## src/rtl/trace_collector_arbiter_pkg.sv

```systemverilog
// trace_collector_arbiter_pkg: trace record layout and tracker source ordering shared by the collector and its users
package trace_collector_arbiter_pkg;
  typedef struct packed {
    logic [31:0] cycle;
    logic [63:0] pc;
    logic [31:0] instr;
    logic [3:0]  stage;
    logic [27:0] info;
  } trace_output;
  localparam int TRACE_W = $bits(trace_output);
  typedef enum logic [1:0] {TRACE_SRC_IF, TRACE_SRC_ID, TRACE_SRC_EX, TRACE_SRC_WB} trace_src_e;
  localparam int TRACE_N_SRC = 4;
endpackage

```

## src/rtl/trace_collector_arbiter_if.sv

```systemverilog
// trace_collector_arbiter_if: tracker-side inputs, sink handshake and statistics of the collector
interface trace_collector_arbiter_if
  import trace_collector_arbiter_pkg::*;
#(
  parameter int N_SRC = TRACE_N_SRC,
  parameter int TRACE_WIDTH = TRACE_W,
  parameter int FIFO_DEPTH = 8,
  parameter int CNT_WIDTH = 16
);
  logic [N_SRC-1:0] src_ready;
  logic [N_SRC*TRACE_WIDTH-1:0] src_data;
  logic trace_valid;
  logic [TRACE_WIDTH-1:0] trace_data;
  logic trace_ack;
  logic clr_stats;
  logic [$clog2(FIFO_DEPTH):0] fifo_level;
  logic [CNT_WIDTH-1:0] drop_count;
  logic overflow;
  modport master (
    output src_ready, src_data, trace_ack, clr_stats,
    input  trace_valid, trace_data, fifo_level, drop_count, overflow
  );
  modport slave (
    input  src_ready, src_data, trace_ack, clr_stats,
    output trace_valid, trace_data, fifo_level, drop_count, overflow
  );
endinterface

```

## src/rtl/trace_collector_arbiter_trace_fifo.sv

```systemverilog
// trace_fifo: show-ahead synchronous FIFO; head reads as zero while empty
module trace_fifo #(
  parameter int WIDTH = 160,
  parameter int DEPTH = 8
) (
  input  logic clk,
  input  logic rst,
  input  logic push,
  input  logic pop,
  input  logic [WIDTH-1:0] din,
  output logic [WIDTH-1:0] dout,
  output logic [$clog2(DEPTH):0] count,
  output logic full,
  output logic empty
);
  localparam int AW = $clog2(DEPTH);
  logic [WIDTH-1:0] mem [DEPTH];
  logic [AW-1:0] wr_ptr, rd_ptr;
  assign full = count == (AW+1)'(DEPTH);
  assign empty = count == '0;
  assign dout = empty ? '0 : mem[rd_ptr];
  always_ff @(posedge clk or posedge rst)
    if (rst) begin
      wr_ptr <= '0;
      rd_ptr <= '0;
      count <= '0;
    end else begin
      if (push) wr_ptr <= wr_ptr + 1'b1;
      if (pop) rd_ptr <= rd_ptr + 1'b1;
      if (push & ~pop) count <= count + 1'b1;
      else if (pop & ~push) count <= count - 1'b1;
    end
  always_ff @(posedge clk)
    if (push) mem[wr_ptr] <= din;
endmodule

```

## src/rtl/trace_collector_arbiter.sv

```systemverilog
// trace_collector_arbiter: captures tracker records on ready rising edges and merges them round-robin into one FIFO stream
module trace_collector_arbiter
  import trace_collector_arbiter_pkg::*;
#(
  parameter int N_SRC = TRACE_N_SRC,
  parameter int TRACE_WIDTH = TRACE_W,
  parameter int FIFO_DEPTH = 8,
  parameter int CNT_WIDTH = 16
) (
  input logic clk,
  input logic rst,
  trace_collector_arbiter_if.slave bus
);
  localparam int IW = $clog2(N_SRC);
  logic [N_SRC-1:0] prev_ready, hold_valid, rise, gnt, drop;
  logic [TRACE_WIDTH-1:0] hold [N_SRC];
  logic [IW-1:0] last_grant, gnt_idx;
  logic push, pop, full, empty;
  logic [3:0] n_drop;
  logic [CNT_WIDTH:0] drop_sum;
  assign rise = bus.src_ready & ~prev_ready;
  assign pop = ~empty & bus.trace_ack;
  assign bus.trace_valid = ~empty;
  always_comb begin
    push = 1'b0;
    gnt_idx = last_grant;
    for (int k = 1; k <= N_SRC; k++)
      if (!push && (~full | pop) && hold_valid[(int'(last_grant) + k) % N_SRC]) begin
        push = 1'b1;
        gnt_idx = IW'((int'(last_grant) + k) % N_SRC);
      end
  end
  assign gnt = push ? {{(N_SRC-1){1'b0}}, 1'b1} << gnt_idx : '0;
  // an occupied slot only accepts a new record when it is drained in the same cycle
  assign drop = rise & hold_valid & ~gnt;
  always_comb begin
    n_drop = '0;
    for (int i = 0; i < N_SRC; i++) n_drop = n_drop + 4'(drop[i]);
  end
  assign drop_sum = {1'b0, bus.drop_count} + (CNT_WIDTH+1)'(n_drop);
  always_ff @(posedge clk or posedge rst)
    if (rst) begin
      prev_ready <= '0;
      hold_valid <= '0;
      last_grant <= IW'(N_SRC - 1);
      bus.drop_count <= '0;
      bus.overflow <= 1'b0;
    end else begin
      prev_ready <= bus.src_ready;
      hold_valid <= (hold_valid & ~gnt) | (rise & ~drop);
      if (push) last_grant <= gnt_idx;
      if (bus.clr_stats) begin
        bus.drop_count <= '0;
        bus.overflow <= 1'b0;
      end else if (|drop) begin
        bus.drop_count <= drop_sum[CNT_WIDTH] ? '1 : drop_sum[CNT_WIDTH-1:0];
        bus.overflow <= 1'b1;
      end
    end
  always_ff @(posedge clk)
    for (int i = 0; i < N_SRC; i++)
      if (rise[i] & ~drop[i]) hold[i] <= bus.src_data[i*TRACE_WIDTH +: TRACE_WIDTH];
  trace_fifo #(.WIDTH(TRACE_WIDTH), .DEPTH(FIFO_DEPTH)) u_fifo (
    .clk(clk),
    .rst(rst),
    .push(push),
    .pop(pop),
    .din(hold[gnt_idx]),
    .dout(bus.trace_data),
    .count(bus.fifo_level),
    .full(full),
    .empty(empty)
  );
endmodule

```

## src/flat_wrapper.sv

```systemverilog
// flat-port wrapper written by rule: the top's interface ports become plain ports
module trace_collector_arbiter_flat import trace_collector_arbiter_pkg::*;
#(
  parameter int N_SRC = TRACE_N_SRC,
  parameter int TRACE_WIDTH = TRACE_W,
  parameter int FIFO_DEPTH = 8,
  parameter int CNT_WIDTH = 16
)
  (clk, rst, bus_src_ready, bus_src_data, bus_trace_ack, bus_clr_stats, bus_trace_valid, bus_trace_data, bus_fifo_level, bus_drop_count, bus_overflow);
  trace_collector_arbiter_if #(.N_SRC(N_SRC), .TRACE_WIDTH(TRACE_WIDTH), .FIFO_DEPTH(FIFO_DEPTH), .CNT_WIDTH(CNT_WIDTH)) bus_i ();
  input logic clk;
  input logic rst;
  input wire logic [$bits(bus_i.src_ready)-1:0] bus_src_ready;
  input wire logic [$bits(bus_i.src_data)-1:0] bus_src_data;
  input wire logic [$bits(bus_i.trace_ack)-1:0] bus_trace_ack;
  input wire logic [$bits(bus_i.clr_stats)-1:0] bus_clr_stats;
  output wire logic [$bits(bus_i.trace_valid)-1:0] bus_trace_valid;
  output wire logic [$bits(bus_i.trace_data)-1:0] bus_trace_data;
  output wire logic [$bits(bus_i.fifo_level)-1:0] bus_fifo_level;
  output wire logic [$bits(bus_i.drop_count)-1:0] bus_drop_count;
  output wire logic [$bits(bus_i.overflow)-1:0] bus_overflow;
  assign bus_i.src_ready = bus_src_ready;
  assign bus_i.src_data = bus_src_data;
  assign bus_i.trace_ack = bus_trace_ack;
  assign bus_i.clr_stats = bus_clr_stats;
  assign bus_trace_valid = bus_i.trace_valid;
  assign bus_trace_data = bus_i.trace_data;
  assign bus_fifo_level = bus_i.fifo_level;
  assign bus_drop_count = bus_i.drop_count;
  assign bus_overflow = bus_i.overflow;
  trace_collector_arbiter #(.N_SRC(N_SRC), .TRACE_WIDTH(TRACE_WIDTH), .FIFO_DEPTH(FIFO_DEPTH), .CNT_WIDTH(CNT_WIDTH)) u_core (.clk(clk), .rst(rst), .bus(bus_i));
endmodule
```

## config.mk

```make
export PLATFORM = sky130hd
export DESIGN_NAME = trace_collector_arbiter_flat
export DESIGN_NICKNAME = d
export VERILOG_FILES = /design/src/rtl/trace_collector_arbiter_pkg.sv /design/src/rtl/trace_collector_arbiter_if.sv /design/src/rtl/trace_collector_arbiter_trace_fifo.sv /design/src/rtl/trace_collector_arbiter.sv /design/src/flat_wrapper.sv
export SDC_FILE = /design/constraint.sdc
export NUM_CORES = 2
export LEC_CHECK = 0
export CAP_MARGIN = 20
export CORE_MARGIN = 4
export CORE_UTILIZATION = 29
export CTS_CLUSTER_SIZE = 20
export DETAILED_ROUTE_END_ITERATION = 7
export SYNTH_ARGS = -nofsm -noshare
export SYNTH_HDL_FRONTEND = slang
export SYNTH_HIERARCHICAL = 1
export SYNTH_SLANG_ARGS = --single-unit
```

## constraint.sdc

```tcl
create_clock -name clk -period 27.6 [get_ports clk]
set_input_delay 2.76 -clock clk [delete_from_list [all_inputs] [get_ports clk]]
set_output_delay 2.76 -clock clk [all_outputs]
set_load 0.01 [all_outputs]
```

==> reports/qor.txt <==
status: completed
Design Area, Final: 92290 µm²
VDD IR-drop max: 0.09917 mV
wire per inst: 26.10 µm
Synth Instances: 2951
Die Ht: 510.9 µm
Top Ports: 830
H-Tree Depth: 4
WP depth: 6
Die Width: 510.9 µm
worst path cell trace: buf_4 > buf_12 > buf_4 > mux4_1 > a22o_1 > clkdlybuf4s50_1
Fin Hold WS: 0.5008 ns
crit-path max cell delay: 0.96 ns
Post-layout nets: 4563
Post-CTS Setup Inserts: 0
final max-slew violation count: 0
top cells by area, synth: edfxtp_1 79%, mux4_2 13%, mux4_1 2.6%
Syn Std Cell Area: 73350 µm²
area leader, netlist: edfxtp_1
crit path from: u_core/u_fifo/rd_ptr[0]$_DFFE_PP0P_
clock sinks: 1957
CTS tree: yes
placed insts: 7049
largest net degree at the start of global routing: 97
measured slew at the worst slew-check pin: 1.049 ns
Setup crit end kind: output port
final hold violations: 0
Post-Syn Nets: 3609
initial drt markers: 2791
most frequent CP cell: buf_4
routability cong.: 0.7633
first-pass GRT wire length: 276600 µm
Post-DP Area: 85650 µm²
die area: 261000 µm²
initial antenna violation count: 17
Leak: 29.40 nW
Ys Warns: 6
Max Freq: 119.7 MHz
CP Buf/Inv Count: 4
Slowest cell on crit path: dfrtp_4
post-route insts no fill: 7430
crit-path max FO: 96
DRC viols: 0
# resized after CTS: 0
Area Growth Syn to Fin: 25.82%
RSZ-0062 raised after global routing: false
fill count: 22610
total gr overflow: 0
Initial DRT Pass Iterations: 5
Synth top area share: 0.7860
port bufs: 829
DRT Wirelength: 193900 µm
vias per cell: 4.743
fraction of registers with async set/reset: 0.01891
crit path DAT: 5.59 ns
detailed-route via count: 35240
layout cells sized above 1: 0.1993
syn_area_per_cell: 24.86 µm²
post-route minimum period: 8.354 ns
Starting Density: 0.2915
CTS Hold Bufs: 0
WP data required: 24.84 ns
main flop type after synthesis: edfxtp_1
Clock Path Buffers: 3
Rel. slew slack: 0.3004
Crit Path Category: register to output port
Skew-Pair Late Insertion Delay: 0.83 ns
CTS clk-pin slew, worst paths: 0.06 ns
Seq cells post-synth: 1957
WHS Path Cells: 2
worst r2r src: u_core/u_fifo/count[0]$_DFFE_PP0P_
top-count cell post-synth: edfxtp_1
Cell variety after synth: 64
gr usage total: 0.1452
root buffer cell: clkbuf_16
ANT nets after route: 0
core footprint: 251600 µm²
synth cell count leaders: 1920 x edfxtp_1, 408 x mux4_2, 160 x a22o_1
number of global-route vias before repair: 37430
post-synthesis sequential area ratio: 0.7987
Hold Startpoint: u_core/bus.overflow$_DFFE_PP0P_
R2R cell count: 10
Fin Setup TNS: 0 ns
Hold WC Path Type: register to register
Max-Cap Viols: 0
clk_skew: 0.04138 ns
number of buffers created by CTS: 202
EDFF count, synth: 1920
CP Launch Type: register
Final period util: 0.3027
power per cell area: 136.4 nW/µm²
DPL Wire Length: 121300 µm
Site Rows: 184
Final setup viols: 0
cell family with most CP delay: buffers and inverters
[sequential cells by signal, summed over array words and instances (netlist names)]
register	cells
u_core/u_fifo/wr_ptr	3
u_core/hold_valid	4
u_core/prev_ready	4
u_core/u_fifo/rd_ptr	3
u_core/u_fifo/mem	1280
u_core/bus.overflow	1
u_core/hold	640
u_core/bus.drop_count	16
u_core/u_fifo/count	4
u_core/last_grant	2
[report_power, final]
group          internal (mW)  switching, mW  total, mW
clock network           1.57           1.15       2.72
logic                   1.88           2.70       4.58
registers               5.04          0.249       5.29
[path summary, 6_finish.rpt]
check	end	slack, ns
worst max-delay path	bus_trace_data[64]	19.25
worst min register to register	u_core/bus.overflow$_DFFE_PP0P_	0.50
min in group asynchronous	u_core/u_fifo/rd_ptr[1]$_DFFE_PP0P_	2.28
worst max register to register	u_core/u_fifo/mem[2][61]$_DFFE_PP_	22.18
max in group asynchronous	u_core/bus.drop_count[10]$_DFFE_PP0P_	24.73
worst min-delay path	u_core/bus.overflow$_DFFE_PP0P_	0.50
[layout make-up]
class	count	area, µm²	area share
sequential	1957	58590	0.6349
multi-input combinational	828	13910	0.1507
timing repair buffer	901	8896	0.09639
clock buffer	252	5349	0.05796
tap	3348	4189	0.04539
clock inverter	122	1277	0.01384
inverter	15	63.81	0.0006914
antenna	7	17.52	0.0001898
[metrics by stage]
| stage | worst slack (ns) | total power, mW | util |
|---|---|---|---|
| finish | 19.25 | 12.59 | 0.3668 |
| CTS | 18.97 | 12.83 | 0.3667 |
| global placement | 19.87 | 9.956 | 0.3403 |
| detailed placement | 19.85 | 10.07 | 0.3404 |
| floorplan | 12.13 | 8.195 | - |
| global route | 18.72 | 13.21 | 0.3667 |
[placed cells by master, fill, tap and decap left out, types with 33 or more instances in the layout]
master           Yosys  routed
clkbuf_1            52      45
dfrtp_1             35      33
mux4_1              72      72
buf_4               14      68
clkbuf_16            0     207
clkinv_1             0      41
clkdlybuf4s50_1      0     829
edfxtp_1          1920    1920
a22o_1             160     160
mux4_2             408     408
[worst min-delay path: cells and delay by family (launching register included)]
kind	cells	cell delay, ns
flip-flops	1	0.34
AND/OR/NAND/NOR	2	0.13
[logic make-up (layout without fill, tap and decap cells)]
logic type,count (synthesis),after routing,synth area share
DFF,1957,1957,0.7987
buffers and inverters,166,1290,0.01329
other,0,7,0
muxes,484,484,0.1517
and+or+nand+nor,116,116,0.008768
AOI/OAI and AO/OA,212,212,0.02475
adders and majority gates,10,10,0.002115
xor gates and xnor gates,6,6,0.0007164
[metal layers]
metal  global-route usage  vias to the layer above  routed length, µm
li1                     -                    14780                  -
met5                    0                        -                 80
met3              0.04311                      270              15040
met4              0.04164                       12               4939
met2               0.2357                     1456              93780
met1               0.1893                    18720              80090
Note: power is estimated with default switching activity, not from simulation.
